`src/rtl/ctr64_burst_arbiter.sv`:
```
// Two-requester round-robin burst sequencer for the 16x4 bit-addressed array.
// Optional burst parity output enabled by defining CTR64_BURST_PARITY_EN.
module ctr64_burst_arbiter #(
    parameter int unsigned GAP     = 1,
    parameter bit          RR_INIT = 1'b0
) (
    input  logic       tick,
    input  logic       clr_n,
    input  logic [1:0] req,
    input  logic [1:0] wr,
    input  logic [5:0] addr0,
    input  logic [5:0] addr1,
    input  logic [5:0] len0,
    input  logic [5:0] len1,
    input  logic [1:0] wd,
    input  logic       bit_rd,
    output logic [1:0] gnt,
    output logic       step,
    output logic [3:0] rg_a,
    output logic [1:0] bit_a,
    output logic       bit_we,
    output logic       bit_wd,
    output logic       rd_bit,
    output logic       rd_vld,
`ifdef CTR64_BURST_PARITY_EN
    output logic       parity,
`endif
    output logic [1:0] done
);

    localparam int unsigned AW = 6;
    localparam int unsigned RW = 7;
    localparam int unsigned GW = 3;

    typedef enum logic [1:0] {S_IDLE, S_RUN, S_DONE, S_GAPW} state_t;

    state_t         r_state, w_state;
    logic [1:0]     r_gnt, w_gnt;
    logic           r_step, w_step;
    logic [AW-1:0]  r_addr, w_addr;
    logic           r_we, w_we;
    logic           r_wd, w_wd;
    logic           r_rd_bit, w_rd_bit;
    logic           r_rd_vld, w_rd_vld;
    logic [1:0]     r_done, w_done;
    logic [RW-1:0]  r_rem, w_rem;
    logic           r_own, w_own;
    logic           r_wr, w_wr;
    logic           r_rr, w_rr;
    logic [GW-1:0]  r_gap, w_gap;
    logic           r_par, w_par;
    logic           w_arb;
    logic           w_win;
    logic [AW-1:0]  w_len;
    logic [RW-1:0]  w_len_bits;

    // State and output registers
    always_ff @(posedge tick or negedge clr_n) begin
        if (!clr_n) begin
            r_state  <= S_IDLE;
            r_gnt    <= 2'b00;
            r_step   <= 1'b0;
            r_addr   <= '0;
            r_we     <= 1'b0;
            r_wd     <= 1'b0;
            r_rd_bit <= 1'b0;
            r_rd_vld <= 1'b0;
            r_done   <= 2'b00;
            r_rem    <= '0;
            r_own    <= 1'b0;
            r_wr     <= 1'b0;
            r_rr     <= RR_INIT;
            r_gap    <= '0;
            r_par    <= 1'b0;
        end else begin
            r_state  <= w_state;
            r_gnt    <= w_gnt;
            r_step   <= w_step;
            r_addr   <= w_addr;
            r_we     <= w_we;
            r_wd     <= w_wd;
            r_rd_bit <= w_rd_bit;
            r_rd_vld <= w_rd_vld;
            r_done   <= w_done;
            r_rem    <= w_rem;
            r_own    <= w_own;
            r_wr     <= w_wr;
            r_rr     <= w_rr;
            r_gap    <= w_gap;
            r_par    <= w_par;
        end
    end

    // Next-state, arbitration and bit sequencing
    always_comb begin
        w_state  = r_state;
        w_gnt    = r_gnt;
        w_step   = 1'b0;
        w_addr   = r_addr;
        w_we     = 1'b0;
        w_wd     = 1'b0;
        w_rd_bit = r_rd_bit;
        w_rd_vld = 1'b0;
        w_done   = 2'b00;
        w_rem    = r_rem;
        w_own    = r_own;
        w_wr     = r_wr;
        w_rr     = r_rr;
        w_gap    = r_gap;
        w_par    = r_par;
        w_arb    = 1'b0;

        w_win      = (req == 2'b10) ? 1'b1 : ((req == 2'b01) ? 1'b0 : r_rr);
        w_len      = w_win ? len1 : len0;
        w_len_bits = (w_len == 6'd0) ? RW'(64) : RW'(w_len);

        // Capture the bit moved during the previous step
        if (r_step) begin
            w_par = r_par ^ (r_wr ? r_wd : bit_rd);
            if (!r_wr) begin
                w_rd_bit = bit_rd;
                w_rd_vld = 1'b1;
            end
        end

        case (r_state)
            S_IDLE: w_arb = 1'b1;
            S_RUN: begin
                if (r_rem == RW'(0)) begin
                    w_state = S_DONE;
                    w_gnt   = 2'b00;
                    w_done  = r_own ? 2'b10 : 2'b01;
                    w_rr    = ~r_own;
                end else begin
                    w_step = 1'b1;
                    w_addr = r_addr + AW'(1);
                    w_we   = r_wr;
                    w_wd   = r_wr & wd[r_own];
                    w_rem  = r_rem - RW'(1);
                end
            end
            S_DONE: begin
                if (GAP == 0) begin
                    w_state = S_IDLE;
                    w_arb   = 1'b1;
                end else begin
                    w_state = S_GAPW;
                    w_gap   = GW'(GAP);
                end
            end
            S_GAPW: begin
                w_gap = r_gap - GW'(1);
                if (r_gap <= GW'(1)) begin
                    w_state = S_IDLE;
                    w_arb   = 1'b1;
                end
            end
            default: w_state = S_IDLE;
        endcase

        // The last idle tick arbitrates so a grant lands right after the gap
        if (w_arb && (req != 2'b00)) begin
            w_state = S_RUN;
            w_gnt   = w_win ? 2'b10 : 2'b01;
            w_step  = 1'b1;
            w_addr  = w_win ? addr1 : addr0;
            w_we    = wr[w_win];
            w_wd    = wr[w_win] & wd[w_win];
            w_rem   = w_len_bits - RW'(1);
            w_own   = w_win;
            w_wr    = wr[w_win];
            w_par   = 1'b0;
        end
    end

    assign gnt    = r_gnt;
    assign step   = r_step;
    assign rg_a   = r_addr[5:2];
    assign bit_a  = r_addr[1:0];
    assign bit_we = r_we;
    assign bit_wd = r_wd;
    assign rd_bit = r_rd_bit;
    assign rd_vld = r_rd_vld;
    assign done   = r_done;
`ifdef CTR64_BURST_PARITY_EN
    assign parity = r_par;
`endif

endmodule

```
`config.mk`:
```
export PLATFORM = sky130hd
export DESIGN_NAME = ctr64_burst_arbiter
export DESIGN_NICKNAME = d
export VERILOG_FILES = /design/src/rtl/ctr64_burst_arbiter.sv
export SDC_FILE = /design/constraint.sdc
export NUM_CORES = 1
export LEC_CHECK = 0
export ABC_CLOCK_PERIOD_IN_PS = 2700
export CAP_MARGIN = 20
export CELL_PAD_IN_SITES_DETAIL_PLACEMENT = 1
export CELL_PAD_IN_SITES_GLOBAL_PLACEMENT = 1
export CORE_MARGIN = 2
export CORE_UTILIZATION = 33
export CTS_CLUSTER_SIZE = 10
export DETAILED_ROUTE_END_ITERATION = 6
export GPL_TIMING_DRIVEN = 0
export MAX_ROUTING_LAYER = met4
export PLACE_DENSITY_LB_ADDON = 0.1
export SYNTH_ARGS = -nofsm -noshare
export SYNTH_HDL_FRONTEND = slang
export SYNTH_SLANG_ARGS = --single-unit
```
`constraint.sdc`:
```
create_clock -name tick -period 2.7 [get_ports tick]
set_input_delay 0.54 -clock tick [delete_from_list [all_inputs] [get_ports tick]]
set_output_delay 0.54 -clock tick [all_outputs]
set_load 0.05 [all_outputs]
```
# [Yosys cells after proc, flatten, opt, wreduce, memory -nomap -nowiden]
# Index checks and enable logic that the tools add are counted.
# Widths: inputs -> output; s select.
[totals] n_memories=0 regBits=30 mem_bits_rw=0 mem_bits_ro=0 latchBits=0
[op_classes] multipliers=0 magnitude_cmp=3 n_bitwise=4 div=0 n_reduce_logical=14 muxes=42 n_addsub=4 n_eq_ne=8 shifts=0
[op_table] operator="$mux 6" count=5
[op_table] operator="$mux 7" count=4
[op_table] operator="$mux 1" count=20
[op_table] operator="$mux 2" count=10
[op_table] operator="$sub 7x1->7 const B" count=2
[op_table] operator="$reduce_and 2->1" count=4
[op_table] operator="$reduce_bool 2->1" count=4
[op_table] operator="$logic_not 7->1" count=1
[op_table] operator="$add 6x1->6 const B" count=1
[op_table] operator="$eq 2x2->1 const B" count=3
[op_table] operator="$logic_not 6->1" count=1
[op_table] operator="$ne 3x3->1 const B" count=2
[op_table] operator="$pmux 2 s3" count=1
[op_table] operator="$pmux 3 s2" count=1
[op_table] operator="$eq 2x1->1 const B" count=2
[op_table] operator="$lt 1x2->1 const B" count=2
[op_table] operator="$reduce_bool 4->1" count=1
[op_table] operator="$le 3x1->1 const B" count=1
[op_table] operator="$reduce_and 3->1" count=1
[op_table] operator="$sub 3x1->3 const B" count=1
[op_table] operator="$and 1x1->1" count=2
[op_table] operator="$logic_not 2->1" count=1
[op_table] operator="$ne 2x1->1 const B" count=1
[op_table] operator="$not 1->1" count=2
[op_table] operator="2 further kinds" count=2

# [Longest topological paths before layout]
# Gate-level depths: netlist (run 1).
[logic_depth] ltp_word=8 ltp_mapped=15 ltp_nobuf=13

# [Least setup slack after synthesis (run 1)]
# Ideal clock, no wire load.
[synth_path] kind="register to register" startpoint="register r_gap[0]" endpoint="register r_rem[6]" n_path_buf=1 arrival_ps=2475 setup_ps=95 slack_ps=130 t_required_ps=2605 path_stages_with_launch=14 period_less_slack_ps=2570 cell_sequence="dfrtp_1 ha_1 o21bai_1 and3b_1 o21ai_0 buf_2 a21oi_1 a21oi_1 ha_1 nand4bb_1 nor3_1 mux2i_1 nand2_1 o31ai_1"
[synth_between] elab_chain_cells=6 elab_cells_between_ends=8 classes_between="order compare: 1; eq/ne: 1; mux: 3; reduce/logical: 3"
[synth_rtl] item="from (decl)" line_no="50" rtl="logic [GW-1:0] r_gap, w_gap;"
[synth_rtl] item="from (signal assigned)" line_no="89" rtl="r_gap <= w_gap;"
[synth_rtl] item="$le 3x1->1 *" line_no="153" rtl="if (r_gap <= GW'(1)) begin"
[synth_rtl] item="$mux 1 *" line_no="153"
[synth_rtl] item="$pmux 1 s2 *" line_no="126" rtl="case (r_state)"
[synth_rtl] item="$logic_and 1x1->1 *" line_no="162" rtl="if (w_arb && (req != 2'b00)) begin"
[synth_rtl] item="$ne 2x1->1 (no line) or $reduce_bool 2->1 (tied branches)"
[synth_rtl] item="$reduce_and 2->1 (no line)"
[synth_rtl] item="to (signal assigned)" line_no="85" rtl="r_rem <= w_rem;"
[synth_rtl] item="to (decl)" line_no="46" rtl="logic [RW-1:0] r_rem, w_rem;"
# Mark *: on every way between the ends. The rest lies on a longest branch, timed or not.
# A chain may end at the register's enable or synchronous reset.

# [Worst setup path after layout (run 1)]
# Ends and elaborated chain as after synthesis.

==> flow_metrics.tcl, run 1 <==
set metrics [dict create \
    status "completed" \
    clk_pin_slew_ns 0.07 \
    cp_slowest_cell "sky130_fd_sc_hd__dfrtp_2" \
    fin_crit_ns 2.54 \
    synthesized_area_fraction_occupied_by_ao_oa_aoi_and_oai_cells_pct 16.1 \
    first_global_vias 1582 \
    design_power_total_uw 941 \
    synth_xor_area_share_pct 5.23 \
    detail_route.wirelength_mm 5.01 \
    finalHoldViolations 0 \
    cts.sink_count 30 \
    synthMuxAreaShare_pct 5.57 \
    globalRouteTotalUtil_pct 16.9 \
    die_h_um 78.7 \
    drt-initial-drc-count 32 \
    finish.utilization_pct 48.7 \
    timing.critical_path.fanout_max 10 \
    p_int_uw 714 \
    flip_flop_cell_with_the_highest_count_after_synthesis "sky130_fd_sc_hd__dfrtp_1" \
    power_leakage_nw 1.15 \
    place.detailed.hpwl_mm 3.61 \
    routabilityCongestion 0.852 \
    drt_pre_antenna_iters 4 \
    tritoncts "yes" \
    pin_count_of_the_biggest_net_entering_global_routing 31 \
    boundaryPins 48 \
    aggregate_negative_setup_slack_ns 0 \
    combinationalPowerShare_pct 11.2 \
    critPathKind "reg -> reg" \
    syn-mean-instance-area_um2 9.12 \
    tritoncts.num_buffers 5 \
    power.density_cell_area_mw_per_mm2 355 \
    postSynthNetCount 244 \
    cts.root.buffer_cell "sky130_fd_sc_hd__clkbuf_8" \
    mappedNetlistArea_mm2 0.00184 \
    grt_setup_unrepaired "false" \
    worstPathArrival_ns 2.73 \
    max_freq_mhz 394 \
    critical_path_required_ns 2.89 \
    num_antenna_cells 0 \
    crit_path_cells "ha_1 > o21bai_1 > and3b_2 > o21a_1 > buf_6 > buf_6 > o21ai_1 > ha_2 > nand4bb_4 > nor3_4 > mux2i_1 > nand2_1 > o31ai_1" \
    worstSetupStartpointType "flip-flop" \
    clock_latency_ns 0.29 \
    die_width_um 78.7 \
    drive_above_1_share_pct 17.1 \
    final_max_slew_viol_count 0 \
    drt-vias-per-instance 5.13 \
    cts_buffer_depth 2 \
    via_count 1719 \
    startpoint "r_gap[0]$_DFFE_PN0P_" \
    flow.area_growth_from_synthesis_pct 43.8 \
    fraction_of_the_cycle_the_final_worst_path_needs_pct 93.9 \
    path_class_of_the_lowest_slack_min_delay_path "in -> async" \
    worstPathBufferInverterCount 2 \
    placement.cell_area_mm2 0.00240 \
    seqPwrFrac_pct 47.9 \
    tightest_slew_ns 0.661 \
    i_o_buffers 47 \
    power.share.switching_pct 24.1 \
    placementRows 27 \
    clock_skews_ns 0.00788 \
    edff_count_synth 0 \
    cpMostUsedCell "sky130_fd_sc_hd__buf_6" \
    post-route-cell-area_mm2 0.00265 \
    grt.overflow.total 0 \
    timing.critical_path.to_type "flip-flop" \
    timing.slew.headroom_pct 56.0 \
    postSynth.asyncResetShare_pct 100 \
    seq_total_area_yosys_pct 40.8 \
    drv_cap 0 \
    synth.lib_cells_used.distinct 45 \
    initial_utilization_pct 33.9 \
    switchingPower_uw 227 \
    die_area_mm2 0.00619 \
    vdd_drop_max_mv 0.164 \
    power.clock.fraction_pct 40.9 \
    critical_path.top_delay_family "simple AND/OR/NAND/NOR gates" \
    most_frequent_cells_in_the_layout "sky130_fd_sc_hd__clkdlybuf4s50_1 (44), sky130_fd_sc_hd__nand2_1 (35), sky130_fd_sc_hd__dfrtp_1 (28)" \
    final-setup-viol-count 0 \
    syn_inst 202 \
    adder_and_majority_gate_portion_of_the_synthesized_area_pct 6.11 \
    wire_per_inst_um 15.0 \
    post_synth_and_or_nand_nor_area_fraction_pct 23.0 \
    yosysWarnings 0 \
    cpPeakStageDelay_ns 0.40 \
    drt_drc_violations_left 0 \
    cts.htree.levels 2 \
    main_combinational_cell_family_by_area_after_synthesis "simple AND/OR/NAND/NOR gates" \
    finish.net_count 304 \
    rr_startpoint "r_gap[0]$_DFFE_PN0P_" \
    drt.antenna.violating_nets 0 \
    number_of_antenna_violations_at_the_first_check_in_global_routing 0 \
    coreArea_mm2 0.00544 \
    layout.cells.most_common "sky130_fd_sc_hd__clkdlybuf4s50_1" \
    ys_seq_elements 30 \
    grt_first_pass_wirelength_mm 7.89 \
    cts_hold_buffers 0 \
]
worst register-to-register path: cells and delay by family, from the launching register on:
family,cells,cell delay (ns)
compound gates,4,0.54
fa+ha+maj,2,0.42
buf+inv,2,0.25
flops,1,0.40
mux,1,0.21
simple gates,4,0.60
stage by stage:
step	worst slack, ns	hold slack, ns	std cells
after global placement	-0.808	0.491	321
after detailed placement	-0.865	0.500	321
after floorplan	0.130	0.244	202
after global routing	0.000128	0.324	335
after CTS	0.00565	0.308	333
final	0.164	0.276	335
power by group through the flow:
stage,registers [mW],logic (mW),clock network [mW]
global placement,0.459,0.105,0
CTS,0.450,0.107,0.394
finish,0.450,0.106,0.385
detailed placement,0.459,0.105,0
global route,0.450,0.117,0.418
floorplan,0.462,0.0342,0
metal layers:
metal  wire length [µm]  global-route usage [%]
met2               2390                    25.0
met3                179                    3.41
met5                  0                       -
met4                104                    7.89
met1               2340                    22.3
cell type report:
cell class / instances / area [µm²]
fillers: 635 / 2790
well taps: 72 / 90.1
flip-flops and latches: 30 / 753
clock buffers: 6 / 82.6
clock inverters: 2 / 12.5
plain buffers: 7 / 65.1
multi-input cells: 159 / 1110
repair buffers: 53 / 512
inverters: 6 / 22.5
state kept, by name, indices dropped and copies added, names as in the netlist, 2 cells and up:
register and flops:
done 2, gnt 2, r_addr 6, r_gap 3, r_rem 7, r_state 2
path summary, 6_finish.rpt:
kind	cells after the start	to	slack [ns]
min in group tick	1	rd_bit$_DFFE_PN0P_	0.51
max	13	r_rem[6]$_DFFE_PN0P_	0.16
max in group asynchronous	1	r_state[1]$_DFFE_PN0P_	1.94
max reg2reg	13	r_rem[6]$_DFFE_PN0P_	0.16
min reg2reg	1	rd_bit$_DFFE_PN0P_	0.51
min	1	r_gap[1]$_DFFE_PN0P_	0.28
synthesized netlist by cell type (4+ instances only):
| cell | count | area share (%) |
|---|---|---|
| sky130_fd_sc_hd__dfrtp_1 | 30 | 41 |
| sky130_fd_sc_hd__nor2_1 | 11 | 2.2 |
| sky130_fd_sc_hd__and3_1 | 7 | 2.4 |
| sky130_fd_sc_hd__nand2_1 | 35 | 7.1 |
| sky130_fd_sc_hd__nor3_1 | 8 | 2.2 |
| sky130_fd_sc_hd__xnor2_1 | 4 | 1.9 |
| sky130_fd_sc_hd__o21ai_0 | 7 | 1.9 |
| sky130_fd_sc_hd__mux2i_1 | 8 | 4.3 |
| sky130_fd_sc_hd__a21oi_1 | 13 | 3.5 |
| sky130_fd_sc_hd__xor2_1 | 7 | 3.3 |
| sky130_fd_sc_hd__inv_1 | 6 | 1.2 |
| sky130_fd_sc_hd__ha_1 | 9 | 6.1 |
what timing repair did:
item                                    4_1_cts  5_1_grt
pin swaps                                     3        3
gates resized for setup                      20       14
setup buffers                                 4        2
endpoints found under the setup margin        3        2
logic make-up after synthesis:
logic type / Yosys count
simple gates: 85
compound gates: 44
flops: 30
buf+inv: 13
xor+xnor: 11
mux: 10
fa+ha+maj: 9
(Power assumes the default switching activity.)
==> run 2, diff against run 1 <==
- ABC_CLOCK_PERIOD_IN_PS: 2700 -> 2150
- clock period: 2.7 -> 2.15 ns (I/O delays scaled with it)
==> flow_metrics.tcl, run 2 (synthesis gave the netlist of run 1 again) <==
set metrics [dict create \
    most_frequent_cells_in_the_layout "sky130_fd_sc_hd__clkdlybuf4s50_1 (44), sky130_fd_sc_hd__nand2_1 (34), sky130_fd_sc_hd__dfrtp_1 (30)" \
    worstPathBufferInverterCount 3 \
    cts_buffer_depth 2 \
    power.share.switching_pct 25.0 \
    drt-initial-drc-count 89 \
    worstPathArrival_ns 2.59 \
    fraction_of_the_cycle_the_final_worst_path_needs_pct 112 \
    detail_route.wirelength_mm 5.60 \
    flow.area_growth_from_synthesis_pct 56.8 \
    design_power_total_mw 1.22 \
    max_freq_mhz 414 \
    fin_crit_ns 2.42 \
    placementRows 27 \
    num_antenna_cells 0 \
    drive_above_1_share_pct 24.2 \
    timing.critical_path.fanout_max 4 \
    clock_skews_ns 0.00680 \
    switchingPower_uw 304 \
    power_leakage_nw 1.25 \
    wire_per_inst_um 16.0 \
    die_h_um 78.7 \
    final-setup-viol-count 3 \
    power.density_cell_area_mw_per_mm2 421 \
    grt.overflow.total 0 \
    final_max_slew_viol_count 0 \
    cts.sink_count 30 \
    die_width_um 78.7 \
    place.detailed.hpwl_mm 3.62 \
    seqPwrFrac_pct 46.5 \
    status "complete, but fails checks" \
    cts.root.buffer_cell "sky130_fd_sc_hd__clkbuf_8" \
    critical_path_required_ns 2.32 \
    coreArea_mm2 0.00544 \
    pin_count_of_the_biggest_net_entering_global_routing 31 \
    combinationalPowerShare_pct 12.8 \
    globalRouteTotalUtil_pct 18.2 \
    die_area_mm2 0.00619 \
    p_int_uw 912 \
    boundaryPins 48 \
    vdd_drop_max_mv 0.271 \
    grt_setup_unrepaired "true" \
    drv_cap 0 \
    clock_latency_ns 0.29 \
    aggregate_negative_setup_slack_ns -0.626 \
    drt_drc_violations_left 0 \
    grt_first_pass_wirelength_mm 8.55 \
    timing.slew.headroom_pct 54.2 \
    largest-register "r_rem" \
    drt-vias-per-instance 5.13 \
    biggestRegsByFlops "r_rem: 7 flops, r_addr: 6 flops, r_gap: 3 flops" \
    failed_checks "setup timing" \
    critical_path.top_delay_family "compound AO/OA/AOI/OAI gates" \
    timing.critical_path.to_type "flip-flop" \
    initial_utilization_pct 33.9 \
    clk_pin_slew_ns 0.07 \
    routabilityCongestion 0.855 \
    worst_slack_ns -0.267 \
    max_ffs_per_register 7 \
    worstSetupStartpointType "flip-flop" \
    layout.cells.most_common "sky130_fd_sc_hd__clkdlybuf4s50_1" \
    placement.cell_area_mm2 0.00243 \
    num-fill-cells 618 \
    via_count 1790 \
    first_global_vias 1722 \
    number_of_antenna_violations_at_the_first_check_in_global_routing 0 \
    cts.htree.levels 2 \
    power.clock.fraction_pct 40.7 \
    drt_pre_antenna_iters 4 \
    critPathKind "reg -> reg" \
    finish.net_count 318 \
    tightest_slew_ns 0.687 \
    tritoncts "yes" \
    i_o_buffers 47 \
    path_class_of_the_lowest_slack_min_delay_path "in -> async" \
    crit_path_cells "ha_4 > o21bai_1 > and3b_2 > o21ai_4 > buf_6 > a21oi_4 > a21oi_4 > ha_4 > nand4bb_4 > buf_4 > buf_6 > a211oi_2 > a21oi_1" \
    post-route-cell-area_mm2 0.00289 \
    tritoncts.num_buffers 5 \
    finalHoldViolations 0 \
    cp_slowest_cell "sky130_fd_sc_hd__dfrtp_1" \
    drt.antenna.violating_nets 0 \
    cpPeakStageDelay_ns 0.42 \
]
-- run 2: power groups by stage --
stage	clock, mW	sequential (mW)	combinational (mW)
5_1_grt	0.533	0.565	0.169
6_report	0.495	0.566	0.155
3_3_place_gp	0	0.576	0.132
2_1_floorplan	0	0.580	0.0429
4_1_cts	0.492	0.566	0.141
3_5_place_dp	0	0.576	0.131
-- run 2: layout make-up --
class / count / area (µm²) / share of cell area (%)
multi-input combinational: 159 / 1220 / 42.2
sequential: 30 / 751 / 26.0
tap: 72 / 90.1 / 3.12
buffer: 5 / 58.8 / 2.04
timing repair buffer: 69 / 653 / 22.6
clock buffer: 6 / 82.6 / 2.86
clock inverter: 2 / 12.5 / 0.433
inverter: 6 / 22.5 / 0.780
-- run 2: stage by stage --
| step | hold slack, ns | setup WS [ns] | cells | util (%) |
|---|---|---|---|---|
| floorplan | 0.134 | -0.229 | 202 | - |
| global placement | 0.491 | -1.10 | 321 | 44.9 |
| detailed placement | 0.511 | -1.17 | 321 | 44.8 |
| CTS | 0.208 | -0.345 | 339 | 50.0 |
| global route | 0.237 | -0.355 | 349 | 53.1 |
| finish | 0.175 | -0.267 | 349 | 53.1 |
-- run 2: worst reg2reg max path, stage by stage (launching register included) --
cell and delay (ns):
sky130_fd_sc_hd__dfrtp_1 0.42, sky130_fd_sc_hd__ha_4 0.17, sky130_fd_sc_hd__o21bai_1 0.15, sky130_fd_sc_hd__and3b_2 0.25
sky130_fd_sc_hd__o21ai_4 0.20, sky130_fd_sc_hd__buf_6 0.15, sky130_fd_sc_hd__a21oi_4 0.04, sky130_fd_sc_hd__a21oi_4 0.13
sky130_fd_sc_hd__ha_4 0.16, sky130_fd_sc_hd__nand4bb_4 0.12, sky130_fd_sc_hd__buf_4 0.17, sky130_fd_sc_hd__buf_6 0.11
sky130_fd_sc_hd__a211oi_2 0.17, sky130_fd_sc_hd__a21oi_1 0.06
-- run 2: per-layer routing --
| metal | global-route usage (%) | routed length, µm |
|---|---|---|
| met1 | 22.1 | 2420 |
| met2 | 30.4 | 2870 |
| met3 | 3.64 | 231 |
| met4 | 5.79 | 79 |
| met5 | - | 0 |
-- run 2: timing repair --
action / CTS / global route
buffers inserted: 10 / 11
cloned: 0 / 1
gates resized for setup: 25 / 17
setup endpoints to repair: 4 / 3
pin swaps: 5 / 7
hold buffers: 0 / 0
-- run 2: final timing paths --
check | from | to | slack (ns) | cells past startpoint
worst max-delay path | r_gap[0]$_DFFE_PN0P_ | r_rem[4]$_DFFE_PN0P_ | -0.27 | 13
worst min-delay path | clr_n | r_gap[1]$_DFFE_PN0P_ | 0.17 | 1
worst max register to register | r_gap[0]$_DFFE_PN0P_ | r_rem[4]$_DFFE_PN0P_ | -0.27 | 13
worst min register to register | rd_bit$_DFFE_PN0P_ | rd_bit$_DFFE_PN0P_ | 0.52 | 1
max in group asynchronous | clr_n | done[1]$_DFF_PN0_ | 1.52 | 1
min in group tick | rd_bit$_DFFE_PN0P_ | rd_bit$_DFFE_PN0P_ | 0.52 | 1
==> run 3, diff against run 2 <==
- CTS_CLUSTER_DIAMETER: default -> 50
==> results of run 3 <==
The final DEF is identical to that of run 2; final timing and power are the same.
